**src/rtl/pong_game_ctrl_if.sv**
```systemverilog
// Signal bundle between the pong graphics block / score overlay and pong_game_ctrl.
// The rally member exists only when PONG_RALLY_CNT_EN is defined.
interface pong_game_ctrl_if;
  logic       frame_tick;
  logic       btn_start;
  logic       hit_a;
  logic       hit_b;
  logic       miss_a;
  logic       miss_b;
  logic       gra_still;
  logic [1:0] phase;
  logic [3:0] score_a;
  logic [3:0] score_b;
  logic       winner;
  logic       point_pulse;
`ifdef PONG_RALLY_CNT_EN
  logic [7:0] rally;
`endif

  modport master (
    output frame_tick, btn_start, hit_a, hit_b, miss_a, miss_b,
    input  gra_still, phase, score_a, score_b, winner, point_pulse
`ifdef PONG_RALLY_CNT_EN
    , input rally
`endif
  );

  modport slave (
    input  frame_tick, btn_start, hit_a, hit_b, miss_a, miss_b,
    output gra_still, phase, score_a, score_b, winner, point_pulse
`ifdef PONG_RALLY_CNT_EN
    , output rally
`endif
  );
endinterface

```
**src/rtl/pong_game_ctrl.sv**
```systemverilog
// Pong game phase FSM: scores, serve delay, game-over hold and still control.
// Optional rally hit counter enabled by defining PONG_RALLY_CNT_EN.
module pong_game_ctrl #(
  parameter int unsigned WIN_SCORE      = 7,
  parameter int unsigned NEWBALL_FRAMES = 120,
  parameter int unsigned OVER_FRAMES    = 180,
  parameter int unsigned TIMER_W        = 8
) (
  input  logic             clk,
  input  logic             reset,
  pong_game_ctrl_if.slave  gc
);

  typedef enum logic [1:0] {
    NEWGAME = 2'b00,
    PLAY    = 2'b01,
    NEWBALL = 2'b10,
    OVER    = 2'b11
  } phase_t;

  phase_t               state;
  logic                 gra_still_q;
  logic [3:0]           score_a_q;
  logic [3:0]           score_b_q;
  logic                 winner_q;
  logic                 point_pulse_q;
  logic [TIMER_W-1:0]   timer;
  logic                 btn_start_d;
  logic                 frame_tick_d;
  logic                 start_rise_q;
  logic                 tick_rise_q;
  logic [3:0]           score_a_inc;
  logic [3:0]           score_b_inc;

`ifdef PONG_RALLY_CNT_EN
  logic                 hit_d;
  logic [7:0]           rally_q;
  logic                 hit_rise;
`endif

  always_comb begin
    score_a_inc = score_a_q + 4'd1;
    score_b_inc = score_b_q + 4'd1;
`ifdef PONG_RALLY_CNT_EN
    hit_rise    = (gc.hit_a | gc.hit_b) & ~hit_d;
`endif
  end

  // Edge pulses are registered, so a press sampled at edge N acts at edge N+1.
  always_ff @(posedge clk or posedge reset) begin
    if (reset) begin
      state         <= NEWGAME;
      gra_still_q   <= 1'b1;
      score_a_q     <= '0;
      score_b_q     <= '0;
      winner_q      <= 1'b0;
      point_pulse_q <= 1'b0;
      timer         <= '0;
      btn_start_d   <= 1'b0;
      frame_tick_d  <= 1'b0;
      start_rise_q  <= 1'b0;
      tick_rise_q   <= 1'b0;
`ifdef PONG_RALLY_CNT_EN
      hit_d         <= 1'b0;
      rally_q       <= '0;
`endif
    end else begin
      btn_start_d   <= gc.btn_start;
      frame_tick_d  <= gc.frame_tick;
      start_rise_q  <= gc.btn_start & ~btn_start_d;
      tick_rise_q   <= gc.frame_tick & ~frame_tick_d;
      point_pulse_q <= 1'b0;
`ifdef PONG_RALLY_CNT_EN
      hit_d         <= gc.hit_a | gc.hit_b;
`endif

      case (state)
        NEWGAME: begin
          if (start_rise_q) begin
            score_a_q   <= '0;
            score_b_q   <= '0;
            state       <= PLAY;
            gra_still_q <= 1'b0;
`ifdef PONG_RALLY_CNT_EN
            rally_q     <= '0;
`endif
          end
        end

        PLAY: begin
          if (gc.miss_a || gc.miss_b) begin
            point_pulse_q <= 1'b1;
            gra_still_q   <= 1'b1;
            // miss_a takes priority: a simultaneous double miss scores once, for B.
            if (gc.miss_a) begin
              score_b_q <= score_b_inc;
              if (score_b_inc == 4'(WIN_SCORE)) begin
                state    <= OVER;
                winner_q <= 1'b0;
                timer    <= TIMER_W'(OVER_FRAMES);
              end else begin
                state    <= NEWBALL;
                timer    <= TIMER_W'(NEWBALL_FRAMES);
`ifdef PONG_RALLY_CNT_EN
                rally_q  <= '0;
`endif
              end
            end else begin
              score_a_q <= score_a_inc;
              if (score_a_inc == 4'(WIN_SCORE)) begin
                state    <= OVER;
                winner_q <= 1'b1;
                timer    <= TIMER_W'(OVER_FRAMES);
              end else begin
                state    <= NEWBALL;
                timer    <= TIMER_W'(NEWBALL_FRAMES);
`ifdef PONG_RALLY_CNT_EN
                rally_q  <= '0;
`endif
              end
            end
          end
`ifdef PONG_RALLY_CNT_EN
          else if (hit_rise && rally_q != 8'hFF) begin
            rally_q <= rally_q + 8'd1;
          end
`endif
        end

        NEWBALL: begin
          if (tick_rise_q) begin
            if (timer == '0) begin
              state       <= PLAY;
              gra_still_q <= 1'b0;
            end else begin
              timer <= timer - 1'b1;
            end
          end
        end

        OVER: begin
          if (tick_rise_q) begin
            if (timer == '0) begin
              state <= NEWGAME;
            end else begin
              timer <= timer - 1'b1;
            end
          end
        end

        default: begin
          state       <= NEWGAME;
          gra_still_q <= 1'b1;
        end
      endcase
    end
  end

  assign gc.gra_still   = gra_still_q;
  assign gc.phase       = state;
  assign gc.score_a     = score_a_q;
  assign gc.score_b     = score_b_q;
  assign gc.winner      = winner_q;
  assign gc.point_pulse = point_pulse_q;
`ifdef PONG_RALLY_CNT_EN
  assign gc.rally       = rally_q;
`endif

endmodule
```
**src/flat_wrapper.sv**
```systemverilog
// flat-port wrapper written by rule: the top's interface ports become plain ports
module pong_game_ctrl_flat 
#(
  parameter int unsigned WIN_SCORE      = 7,
  parameter int unsigned NEWBALL_FRAMES = 120,
  parameter int unsigned OVER_FRAMES    = 180,
  parameter int unsigned TIMER_W        = 8
)
  (clk, reset, gc_frame_tick, gc_btn_start, gc_hit_a, gc_hit_b, gc_miss_a, gc_miss_b, gc_gra_still, gc_phase, gc_score_a, gc_score_b, gc_winner, gc_point_pulse);
  pong_game_ctrl_if gc_i ();
  input  logic clk;
  input  logic reset;
  input wire logic [$bits(gc_i.frame_tick)-1:0] gc_frame_tick;
  input wire logic [$bits(gc_i.btn_start)-1:0] gc_btn_start;
  input wire logic [$bits(gc_i.hit_a)-1:0] gc_hit_a;
  input wire logic [$bits(gc_i.hit_b)-1:0] gc_hit_b;
  input wire logic [$bits(gc_i.miss_a)-1:0] gc_miss_a;
  input wire logic [$bits(gc_i.miss_b)-1:0] gc_miss_b;
  output wire logic [$bits(gc_i.gra_still)-1:0] gc_gra_still;
  output wire logic [$bits(gc_i.phase)-1:0] gc_phase;
  output wire logic [$bits(gc_i.score_a)-1:0] gc_score_a;
  output wire logic [$bits(gc_i.score_b)-1:0] gc_score_b;
  output wire logic [$bits(gc_i.winner)-1:0] gc_winner;
  output wire logic [$bits(gc_i.point_pulse)-1:0] gc_point_pulse;
  assign gc_i.frame_tick = gc_frame_tick;
  assign gc_i.btn_start = gc_btn_start;
  assign gc_i.hit_a = gc_hit_a;
  assign gc_i.hit_b = gc_hit_b;
  assign gc_i.miss_a = gc_miss_a;
  assign gc_i.miss_b = gc_miss_b;
  assign gc_gra_still = gc_i.gra_still;
  assign gc_phase = gc_i.phase;
  assign gc_score_a = gc_i.score_a;
  assign gc_score_b = gc_i.score_b;
  assign gc_winner = gc_i.winner;
  assign gc_point_pulse = gc_i.point_pulse;
  pong_game_ctrl #(.WIN_SCORE(WIN_SCORE), .NEWBALL_FRAMES(NEWBALL_FRAMES), .OVER_FRAMES(OVER_FRAMES), .TIMER_W(TIMER_W)) u_core (.clk(clk), .reset(reset), .gc(gc_i));
endmodule
```
**config.mk**
```make
export PLATFORM = sky130hd
export DESIGN_NAME = pong_game_ctrl_flat
export DESIGN_NICKNAME = d
export VERILOG_FILES = /design/src/rtl/pong_game_ctrl_if.sv /design/src/rtl/pong_game_ctrl.sv /design/src/flat_wrapper.sv
export SDC_FILE = /design/constraint.sdc
export NUM_CORES = 1
export LEC_CHECK = 0
export ABC_AREA = 1
export BUFFER_PORTS_ARGS = -buffer_cell sky130_fd_sc_hd__buf_2
export CAP_MARGIN = 20
export CORE_UTILIZATION = 25
export DETAILED_ROUTE_END_ITERATION = 8
export GPL_TIMING_DRIVEN = 0
export PLACE_DENSITY = 0.5
export SLEW_MARGIN = 0
export SYNTH_ARGS = -nofsm -noshare
export SYNTH_HDL_FRONTEND = slang
export SYNTH_SLANG_ARGS = --single-unit
```
**constraint.sdc**
```tcl
create_clock -name clk -period 1.6 [get_ports clk]
set_input_delay 0.08 -clock clk [delete_from_list [all_inputs] [get_ports clk]]
set_output_delay 0.08 -clock clk [all_outputs]
set_load 0.02 [all_outputs]
```
==> impl_metrics.tcl <==
set metrics [dict create \
    cts_root_buffer "clkbuf_8" \
    hold_path_end "u_core.gc.winner" \
    row_count 27 \
    wl_met3_um 71 \
    end_kind "register" \
    portBuffers 18 \
    worst_clock_skew_ns 0.00921 \
    synth_most_common_cell "nand2_1" \
    ir_worst_vdd_v 0.000456 \
    drt_wl_total_um 2930 \
    antenna_found_initial 0 \
    syn_area_mm2 0.00148 \
    finalSetupViolations 0 \
    final_cell_count_no_fill 278 \
    cp-start-kind "register" \
    path_clk_slew_ns 0.10 \
    first_iter_violations 27 \
    cts_tree "yes" \
    synth_seq_cells 25 \
    rrSetupSlack_ns 0.17 \
    arrival_ns 1.60 \
    die_x_um 78.9 \
    synth-seq-area-share_pct 42.4 \
    hp-class "primary input to register" \
    post_route_cells_drive_above_1_share_pct 25.7 \
    synth_edf_count 0 \
    antennaDiodeCount 0 \
    syn_inst 180 \
    met1_length_um 1500 \
    initial_core_util_pct 26.3 \
    grt_overflow_total 0 \
    yosys_warnings 0 \
    tns_ns 0 \
    r2r-start "u_core.timer[0]" \
    critPathKind "register to register" \
    finalCritPeriodShare_pct 89.4 \
    cts_htree_levels 1 \
    cts_buffer_depth 2 \
    status "complete, no violations" \
    cp_max_fo 10 \
    netlist.area_leader.share_pct 40.6 \
    async_flop_share_pct 100 \
    whs_path_depth 2 \
    syn_nets 194 \
    post-route-min-period_ns 1.43 \
    cp-startpoint "u_core.timer[0]" \
    power_mw 3.14 \
    timing.rr.end "u_core.timer[5]" \
    powerDensity_mw_per_mm2 1780 \
    ys_types 27 \
    ant_nets 0 \
    hold_violations 0 \
    top_layer "met4" \
    worst_skew_pair.late_latency_ns 0.28 \
    syn_area_per_cell_um2 8.21 \
    min_from "gc_miss_a" \
    fp.dieH_um 78.9 \
    yosys.area.top_type "dfrtp_1" \
    cp_data_required_time_ns 1.76 \
    worstRegToRegCells 8 \
    vias 1158 \
    nFillCells 615 \
    rsz0062_at_grt "no" \
    wire_per_inst_um 10.5 \
    gp_congestion 0.792 \
    grt_pass1_wl_um 5240 \
    slew_viol_final 0 \
    grt_pass1_vias 1117 \
    fp.dieArea_mm2 0.00622 \
    grt_usage_pct 10.7 \
    fp.coreArea_mm2 0.00561 \
    final_util_pct 31.5 \
    hpwl_um 2150 \
    area_delta_synth_final_pct 19.6 \
    final_nets 221 \
    dr.pass1.iters 4 \
    synthFlopType "dfrtp_1" \
    ioPinCount 21 \
    clock_sinks 25 \
    synth_area_leaders "dfrtp_1, nand2_1, inv_1" \
    p_leak_nw 0.892 \
    fmax_mhz 699 \
    maxCapViolCount 0 \
    worst_slew_pin_slew_ns 0.514 \
    synth_commonest_cells "nand2_1, inv_1, dfrtp_1, nand3_1, nor2_1" \
    route.met2.wl_um 1300 \
    grt_max_degree 26 \
    placedCellCount 270 \
    slew_headroom_pct 65.7 \
    cts_made_buffers 3 \
    drc 0 \
    avgViaCountPerCell 4.17 \
]
-- critical path, stage by stage (launching register included) --
cell and delay (ns):
dfrtp_1 0.39, inv_2 0.11, ha_1 0.18, nand2_1 0.09
o21bai_4 0.20, nand2_4 0.08, buf_8 0.15, nand3_2 0.06
nand3_2 0.06
-- sequential cells by signal, indices dropped and copies added (netlist names) --
name / cells
u_core.gc.score_b: 4
u_core.btn_start_d: 1
u_core.gc.phase: 2
u_core.frame_tick_d: 1
u_core.gc.score_a: 4
u_core.start_rise_q: 1
u_core.gc.gra_still: 1
u_core.gc.winner: 1
u_core.gc.point_pulse: 1
u_core.timer: 8
u_core.tick_rise_q: 1
-- kinds of logic after synthesis --
kind of cell	share of synthesized area (%)
compound gates	8.55
xor+xnor	0.593
buf+inv	10.3
fa+ha+maj	5.08
simple gates	33.0
flops	42.4
-- power breakdown --
part | internal (mW) | leakage (nW) | switching (mW)
sequential | 0.878 | 0.311 | 0.246
combinational | 0.582 | 0.555 | 1.02
clock | 0.183 | 0.0261 | 0.225
total | 1.64 | 0.892 | 1.49
-- area by class of cell --
class / count / area [um^2] / share of cell area, %
Clock inverter: 1 / 8.76 / 0.496
Inverter: 31 / 126 / 7.15
Tap cell: 72 / 90.1 / 5.10
Buffer: 2 / 26.3 / 1.49
Multi-Input combinational cell: 122 / 698 / 39.5
Sequential cell: 25 / 628 / 35.6
Timing Repair Buffer: 22 / 148 / 8.36
Clock buffer: 3 / 41.3 / 2.34
-- layout by cell type, fill, tap and decap left out, types with 2 or more instances in the layout --
cell type      instances
a21oi_1                4
dlygate4sd3_1          3
ha_1                   6
nand2_1               47
o21ai_0                6
clkbuf_8               3
dfrtp_1               23
nor2_4                 2
nor2_2                 3
inv_2                  3
o21ai_1                3
nand3_1               15
inv_6                  2
inv_1                 25
o21ai_2                2
nand4_1                3
nand3_2                9
o22ai_1                4
nor2_1                11
nand2_4                3
buf_2                 18
-- timing repair --
item | in CTS | in global routing
hold endpoints to repair | 3 | 10
resized for setup | 0 | 2
hold buffers | 2 | 1
endpoints found under the setup margin | 0 | 8
setup buffers | 0 | 0
-- metrics by stage --
stage               worst slack (ns)  hold WS (ns)  cell area [um^2]
floorplan                      0.218         0.107              1480
global placement              0.0836         0.204              1660
detailed placement            0.0853         0.207              1660
CTS                           0.0604        0.0526              1730
global route                  0.0183        0.0913              1770
finish                         0.169        0.0624              1770
-- metal layers --
layer  vias up  track usage [%]
met1       507             14.7
met4         0             4.91
met2        18             16.9
met3         5             1.03
li1        628                -
met5         -                0
-- how the worst max path moves through the flow --
stage                            to  cells after the start  slack, ns
floorplan           u_core.timer[5]                      8       0.22
global placement    u_core.timer[5]                      8       0.08
detailed placement  u_core.timer[5]                      8       0.09
CTS                 u_core.timer[5]                      8       0.06
global route        u_core.timer[6]                     10       0.02
finish              u_core.timer[5]                      8       0.17
No activity file was read; power rests on OpenSTA's default activity.
